[src/rtl/ram_arbiter_pkg.sv]
// Shared definitions for the two-port RAM arbiter: port identifiers used for
// the grant, the lock owner and the pending read return.
package ram_arbiter_pkg;

    typedef enum logic [1:0] {
        PORT_NONE = 2'd0,
        PORT_P0   = 2'd1,
        PORT_P1   = 2'd2
    } port_id_e;

    // Request line of the port named by k; PORT_NONE never requests.
    function automatic logic port_req(input port_id_e k, input logic r0, input logic r1);
        logic req;
        case (k)
            PORT_P0: req = r0;
            PORT_P1: req = r1;
            default: req = 1'b0;
        endcase
        return req;
    endfunction

endpackage

[src/rtl/ram_arbiter_if.sv]
// One requester-side RAM access port: request fields in, grant and read return out.
interface ram_arbiter_if #(
    parameter int ADDR_WIDTH = 12
);
    logic                  req;
    logic                  lock;
    logic                  store;
    logic                  bytemode;
    logic [ADDR_WIDTH-1:0] address;
    logic [15:0]           data_in;
    logic                  gnt;
    logic                  rvalid;
    logic [15:0]           data_out;

    modport master (
        output req, lock, store, bytemode, address, data_in,
        input  gnt, rvalid, data_out
    );

    modport slave (
        input  req, lock, store, bytemode, address, data_in,
        output gnt, rvalid, data_out
    );
endinterface

[src/rtl/ram_arbiter.sv]
// Shares one RAM between the CPU port (p0, fixed priority) and the debug/loader
// port (p1, starvation-bounded), with an optional lock for read-modify-write.
module ram_arbiter
    import ram_arbiter_pkg::*;
#(
    parameter int ADDR_WIDTH = 12,
    parameter int MAX_WAIT   = 8,
    parameter int WAIT_WIDTH = 8
) (
    input  logic                  clk,
    input  logic                  reset,
    ram_arbiter_if.slave          p0,
    ram_arbiter_if.slave          p1,
    output logic                  ram_store,
    output logic                  ram_bytemode,
    output logic [ADDR_WIDTH-1:0] ram_address,
    output logic [15:0]           ram_data_in,
    input  logic [15:0]           ram_data_out
);

    localparam logic [WAIT_WIDTH-1:0] W_MAX_WAIT = WAIT_WIDTH'(MAX_WAIT);
    localparam logic [WAIT_WIDTH-1:0] W_ONE      = {{(WAIT_WIDTH-1){1'b0}}, 1'b1};

    port_id_e              r_owner;
    port_id_e              r_rd_port;
    logic [WAIT_WIDTH-1:0] r_wait_cnt;

    port_id_e              w_owner_live;
    port_id_e              w_gnt;
    logic                  w_gnt_lock;
    logic                  w_gnt_store;

    // A lock only counts while its owner keeps requesting; a dropped request abandons it.
    always_comb begin
        w_owner_live = PORT_NONE;
        if (port_req(r_owner, p0.req, p1.req)) begin
            w_owner_live = r_owner;
        end else begin
            w_owner_live = PORT_NONE;
        end
    end

    // Grant priority: live lock owner, starved p1, p0, p1.
    always_comb begin
        w_gnt = PORT_NONE;
        if (reset) begin
            w_gnt = PORT_NONE;
        end else if (w_owner_live != PORT_NONE) begin
            w_gnt = w_owner_live;
        end else if (p1.req && (r_wait_cnt == W_MAX_WAIT)) begin
            w_gnt = PORT_P1;
        end else if (p0.req) begin
            w_gnt = PORT_P0;
        end else if (p1.req) begin
            w_gnt = PORT_P1;
        end else begin
            w_gnt = PORT_NONE;
        end
    end

    // Route the granted port onto the RAM; an idle cycle is a harmless read of address 0.
    always_comb begin
        ram_store    = 1'b0;
        ram_bytemode = 1'b0;
        ram_address  = {ADDR_WIDTH{1'b0}};
        ram_data_in  = 16'h0000;
        w_gnt_lock   = 1'b0;
        w_gnt_store  = 1'b0;
        case (w_gnt)
            PORT_P0: begin
                ram_store    = p0.store;
                ram_bytemode = p0.bytemode;
                ram_address  = p0.address;
                ram_data_in  = p0.data_in;
                w_gnt_lock   = p0.lock;
                w_gnt_store  = p0.store;
            end
            PORT_P1: begin
                ram_store    = p1.store;
                ram_bytemode = p1.bytemode;
                ram_address  = p1.address;
                ram_data_in  = p1.data_in;
                w_gnt_lock   = p1.lock;
                w_gnt_store  = p1.store;
            end
            default: begin
                ram_store    = 1'b0;
                ram_bytemode = 1'b0;
                ram_address  = {ADDR_WIDTH{1'b0}};
                ram_data_in  = 16'h0000;
                w_gnt_lock   = 1'b0;
                w_gnt_store  = 1'b0;
            end
        endcase
    end

    assign p0.gnt      = (w_gnt == PORT_P0);
    assign p1.gnt      = (w_gnt == PORT_P1);
    assign p0.rvalid   = (r_rd_port == PORT_P0) && !reset;
    assign p1.rvalid   = (r_rd_port == PORT_P1) && !reset;
    assign p0.data_out = ram_data_out;
    assign p1.data_out = ram_data_out;

    // Lock owner, pending read return and p1 starvation counter.
    always_ff @(posedge clk) begin
        if (reset) begin
            r_owner    <= PORT_NONE;
            r_rd_port  <= PORT_NONE;
            r_wait_cnt <= {WAIT_WIDTH{1'b0}};
        end else begin
            // Any non-locking grant (or no grant at all) leaves the RAM unowned.
            r_owner   <= w_gnt_lock ? w_gnt : PORT_NONE;
            r_rd_port <= ((w_gnt != PORT_NONE) && !w_gnt_store) ? w_gnt : PORT_NONE;
            if (!p1.req || (w_gnt == PORT_P1)) begin
                r_wait_cnt <= {WAIT_WIDTH{1'b0}};
            end else if ((w_owner_live == PORT_P0) || (r_wait_cnt == W_MAX_WAIT)) begin
                r_wait_cnt <= r_wait_cnt;
            end else begin
                r_wait_cnt <= r_wait_cnt + W_ONE;
            end
        end
    end

endmodule

[src/flat_wrapper.sv]
// flat-port wrapper written by rule: the top's interface ports become plain ports
module ram_arbiter_flat import ram_arbiter_pkg::*;
#(
    parameter int ADDR_WIDTH = 12,
    parameter int MAX_WAIT   = 8,
    parameter int WAIT_WIDTH = 8
)
  (clk, reset, ram_store, ram_bytemode, ram_address, ram_data_in, ram_data_out, p0_req, p0_lock, p0_store, p0_bytemode, p0_address, p0_data_in, p0_gnt, p0_rvalid, p0_data_out, p1_req, p1_lock, p1_store, p1_bytemode, p1_address, p1_data_in, p1_gnt, p1_rvalid, p1_data_out);
  ram_arbiter_if #(.ADDR_WIDTH(ADDR_WIDTH)) p0_i ();
  ram_arbiter_if #(.ADDR_WIDTH(ADDR_WIDTH)) p1_i ();
  input  logic clk;
  input  logic reset;
  output logic ram_store;
  output logic ram_bytemode;
  output logic [ADDR_WIDTH-1:0] ram_address;
  output logic [15:0] ram_data_in;
  input  logic [15:0] ram_data_out;
  input wire logic [$bits(p0_i.req)-1:0] p0_req;
  input wire logic [$bits(p0_i.lock)-1:0] p0_lock;
  input wire logic [$bits(p0_i.store)-1:0] p0_store;
  input wire logic [$bits(p0_i.bytemode)-1:0] p0_bytemode;
  input wire logic [$bits(p0_i.address)-1:0] p0_address;
  input wire logic [$bits(p0_i.data_in)-1:0] p0_data_in;
  output wire logic [$bits(p0_i.gnt)-1:0] p0_gnt;
  output wire logic [$bits(p0_i.rvalid)-1:0] p0_rvalid;
  output wire logic [$bits(p0_i.data_out)-1:0] p0_data_out;
  input wire logic [$bits(p1_i.req)-1:0] p1_req;
  input wire logic [$bits(p1_i.lock)-1:0] p1_lock;
  input wire logic [$bits(p1_i.store)-1:0] p1_store;
  input wire logic [$bits(p1_i.bytemode)-1:0] p1_bytemode;
  input wire logic [$bits(p1_i.address)-1:0] p1_address;
  input wire logic [$bits(p1_i.data_in)-1:0] p1_data_in;
  output wire logic [$bits(p1_i.gnt)-1:0] p1_gnt;
  output wire logic [$bits(p1_i.rvalid)-1:0] p1_rvalid;
  output wire logic [$bits(p1_i.data_out)-1:0] p1_data_out;
  assign p0_i.req = p0_req;
  assign p0_i.lock = p0_lock;
  assign p0_i.store = p0_store;
  assign p0_i.bytemode = p0_bytemode;
  assign p0_i.address = p0_address;
  assign p0_i.data_in = p0_data_in;
  assign p0_gnt = p0_i.gnt;
  assign p0_rvalid = p0_i.rvalid;
  assign p0_data_out = p0_i.data_out;
  assign p1_i.req = p1_req;
  assign p1_i.lock = p1_lock;
  assign p1_i.store = p1_store;
  assign p1_i.bytemode = p1_bytemode;
  assign p1_i.address = p1_address;
  assign p1_i.data_in = p1_data_in;
  assign p1_gnt = p1_i.gnt;
  assign p1_rvalid = p1_i.rvalid;
  assign p1_data_out = p1_i.data_out;
  ram_arbiter #(.ADDR_WIDTH(ADDR_WIDTH), .MAX_WAIT(MAX_WAIT), .WAIT_WIDTH(WAIT_WIDTH)) u_core (.clk(clk), .reset(reset), .p0(p0_i), .p1(p1_i), .ram_store(ram_store), .ram_bytemode(ram_bytemode), .ram_address(ram_address), .ram_data_in(ram_data_in), .ram_data_out(ram_data_out));
endmodule
[config.mk]
export PLATFORM = sky130hd
export DESIGN_NAME = ram_arbiter_flat
export DESIGN_NICKNAME = d
export VERILOG_FILES = /design/src/rtl/ram_arbiter_pkg.sv /design/src/rtl/ram_arbiter_if.sv /design/src/rtl/ram_arbiter.sv /design/src/flat_wrapper.sv
export SDC_FILE = /design/constraint.sdc
export NUM_CORES = 1
export LEC_CHECK = 0
export BUFFER_PORTS_ARGS = -buffer_cell sky130_fd_sc_hd__buf_2
export CORE_MARGIN = 5
export CORE_UTILIZATION = 35
export CTS_CLUSTER_DIAMETER = 40
export CTS_CLUSTER_SIZE = 12
export DETAILED_ROUTE_END_ITERATION = 8
export PLACE_DENSITY = 0.81
export SLEW_MARGIN = 20
export SYNTH_ARGS = -nofsm -noshare
export SYNTH_HDL_FRONTEND = slang
export SYNTH_SLANG_ARGS = --single-unit
[constraint.sdc]
create_clock -name clk -period 3.1 [get_ports clk]
set_input_delay 0 -clock clk [delete_from_list [all_inputs] [get_ports clk]]
set_output_delay 0 -clock clk [all_outputs]
set_load 0.03 [all_outputs]
==> flow_summary.yaml <==
cts:
  clk_latency_ns: 0.24
  numCtsBuffers: 3
  postCtsSetupBuffers: 0
  cts_tree: "done"
  clock-sinks: 12
  cts.reportedPaths.clkPinSlew_ns: 0.05
  clk_path_buf_depth: 2
  htreeDepth: 1
  cts_root_buf: "clkbuf_8"
power:
  switching_share: 0.308
  p_seq_frac: 0.330
  switchingPower_uw: 149
  internal-power_uw: 334
  power_frac_comb: 0.322
  p_leak_nw: 0.820
  ir_drop_uv: 154
  clockPowerShare: 0.348
  cellPowerDensity_mw_per_mm2: 280
global_routing:
  grt_use_total: 0.154
  grt.busiest_layer: "met2"
  grt_pass1_wl_mm: 6.50
  grt_max_degree: 32
  use_met1: 0.175
  first_global_vias: 1459
  gr-usage-met3: 0.0499
  use_met2: 0.262
  antenna_found_initial: 0
  grt-ovfl-total: 0
setup_path:
  critPathKind: "reg2out"
  crit_fanout: 31
  crit_slowest_cell: "dfxtp_1"
  cpMostUsedCell: "ha_1"
  crit_required_ns: 3.10
  r2r-end: "u_core.r_rd_port[1]"
  ff2ff_path_depth: 11
  r2r_slack_ns: 0.41
  r2r-start: "u_core.r_owner[0]"
  cp_data_arrival_time_ns: 2.93
  crit_chain: "inv_1 -> ha_1 -> nand2b_1 -> o21ai_0 -> o221ai_2 -> or2_2 -> ha_1 -> buf_4 -> a22oi_2 -> nor2_1 -> buf_2"
  crit_family: "compound AO/OA/AOI/OAI gates"
  critPathLaunchType: "register"
  path_buf_inv: 3
  critPathCaptureType: "primary output"
  crit_cells: 11
  cpPeakStageDelay_ns: 0.37
floorplanning:
  dieArea_mm2: 0.00521
  die_w_um: 72.2
  die_h_um: 72.2
  row_count: 22
  ios: 148
  core_area_mm2: 0.00372
  start_util: 0.364
worst_hold_path:
  worstHoldStart: "ram_data_out[13]"
  worstHoldPathCells: 0
  min_to: "p1_data_out[13]"
  min_path_type: "in2out"
synth:
  synth_cells: 189
  async_flop_share: 0
  synthFlopType: "dfxtp_1"
  yosys.area_share.simple: 0.248
  netlist_area_mm2: 0.00135
  synth_top_family_by_area: "compound AO/OA/AOI/OAI gates"
  synth_edf_count: 0
  yosys.cell_types.count: 35
  syn_nets: 278
  synthMuxAreaShare: 0.00740
  yosys_register_bits: 12
  seq_area_frac_synth: 0.178
  synth.avg_cell_area_um2: 7.16
  synth-compound-area-share: 0.273
  synth_warnings: 0
  synthAdderAreaFrac: 0.0648
  synth_xor_area_frac: 0.00648
sta:
  slew_violations: 0
  setup_viol: 0
  min_period_ns: 2.93
  fin_skew_ns: 0.00241
  period_share: 0.945
  slew_headroom: 0.752
  max_freq_mhz: 341
  tightest_slew_ns: 0.372
  timing.final.hold_violations: 0
  holdWs_ns: 0.0000179
place:
  dpl.cell_count: 297
  io_buffers: 99
  gp_congestion: 0.800
  hpwlAfterDp_mm: 3.64
route:
  vias: 1568
  drtPass1Iterations: 4
  post-route-drc-count: 0
  detail-route-antenna-nets: 0
  wire_per_inst_um: 14.6
  vias_per_cell: 5.21
  drt-total-wl_mm: 4.41
  first_iter_violations: 53
flow_run:
  drv_cap: 0
layout:
  nNetsFinal: 343
  stdcell_count: 301
  area_growth_pct: 27.6
  num_antenna_cells: 0
  drive_gt1_frac: 0.451
status:
  status: "finished, final reports clean"
==> cell type report <==
class / instances / area, um^2
clock buffer: 4 / 55.1
fill: 384 / 1990
inverter: 5 / 18.8
multi-input combinational: 129 / 822
sequential: 12 / 240
tap: 48 / 60.1
timing repair buffer: 103 / 529
==> worst max-delay path by stage <==
stage / start / endpoint / slack, ns
CTS: u_core.r_owner[0] / ram_data_in[6] / 0.11
floorplan: u_core.r_owner[0] / ram_data_in[0] / 0.16
global route: u_core.r_owner[0] / ram_data_in[13] / -0.02
global placement: u_core.r_owner[0] / ram_data_in[6] / 0.48
finish: u_core.r_owner[0] / ram_data_in[6] / 0.17
detailed placement: u_core.r_owner[0] / ram_data_in[6] / 0.38
==> Yosys cell counts, types with 2 or more instances <==
master    number  share of area
buf_4         32           0.18
nand2b_1       3          0.014
buf_1          2         0.0056
a21oi_1        8          0.030
inv_1          5          0.014
nand2_1        4          0.011
o21ai_0        4          0.015
dfxtp_1       12           0.18
o31ai_1        2          0.011
ha_1           7          0.065
nand4_1        2         0.0092
or2_2          2         0.0092
nand3_1        2         0.0074
nor3b_1        4          0.022
a22oi_1       31           0.17
nor2_1        39           0.11
or3_1          4          0.018
or4_1          2          0.011
clkbuf_1       8          0.022
==> power by group through the flow <==
stage                     combinational (mW)  sequential, mW  clock (mW)
after global routing                   0.170           0.159       0.180
after global placement                 0.151           0.162           0
after floorplan                        0.163           0.162           0
final                                  0.155           0.159       0.168
after detailed placement               0.154           0.162           0
after CTS                              0.154           0.159       0.171
==> cell usage in the layout, fill, tap and decap left out, drive strengths merged, types with 3 or more instances in the layout <==
| cell type | Yosys | layout |
|---|---|---|
| ha | 7 | 7 |
| nand2b | 3 | 3 |
| a22oi | 31 | 31 |
| clkbuf | 8 | 4 |
| or3 | 4 | 4 |
| nor3b | 4 | 4 |
| buf | 35 | 103 |
| o21ai | 4 | 4 |
| nor2 | 39 | 39 |
| inv | 5 | 5 |
| a21oi | 8 | 8 |
| nand2 | 4 | 4 |
| dfxtp | 12 | 12 |
==> cells by family (layout without fill, tap and decap cells) <==
family | count (synthesis) | after routing
AO/OA/AOI/OAI | 52 | 52
XOR/XNOR | 1 | 1
adder cells (fa/ha/maj) | 7 | 7
buffers and inverters | 48 | 112
flip-flops | 12 | 12
multiplexers | 1 | 1
AND/OR/NAND/NOR | 68 | 68
==> metrics by stage <==
stage                util  setup TNS [ns]  power [mW]  setup WS, ns  cell area, um^2
floorplan               -               0       0.324         0.164             1350
global placement    0.445               0       0.313         0.484             1660
detailed placement  0.445               0       0.316         0.377             1660
CTS                 0.460               0       0.485         0.108             1710
global route        0.464         -0.0669       0.510       -0.0163             1730
finish              0.464               0       0.483         0.171             1730
==> registers in the layout, indices dropped and copies added (netlist names) <==
| name | count |
|---|---|
| u_core.r_wait_cnt | 8 |
| u_core.r_owner | 2 |
| u_core.r_rd_port | 2 |
==> routing by layer <==
| metal | wire [um] | part of all wire |
|---|---|---|
| met3 | 362 | 0.082 |
| met4 | 171 | 0.039 |
| met5 | 0 | 0 |
| met1 | 1610 | 0.37 |
| met2 | 2260 | 0.51 |
==> worst register-to-register path, stage by stage, from the launching register on <==
cell and delay (ns):
dfxtp_1 0.37, inv_1 0.08, ha_1 0.34, nand2b_1 0.17
o21ai_0 0.30, o221ai_2 0.19, or2_2 0.32, ha_1 0.22
a22oi_1 0.17, nor2_1 0.07, or3_1 0.32, nor2_1 0.10
==> timing repair <==
item                                   CTS  global route
hold buffers                             0             0
endpoints found under the hold margin    0             0
resized for setup                        0             3
setup endpoints to repair                0            10
Note: power is estimated with default switching activity, not from simulation.
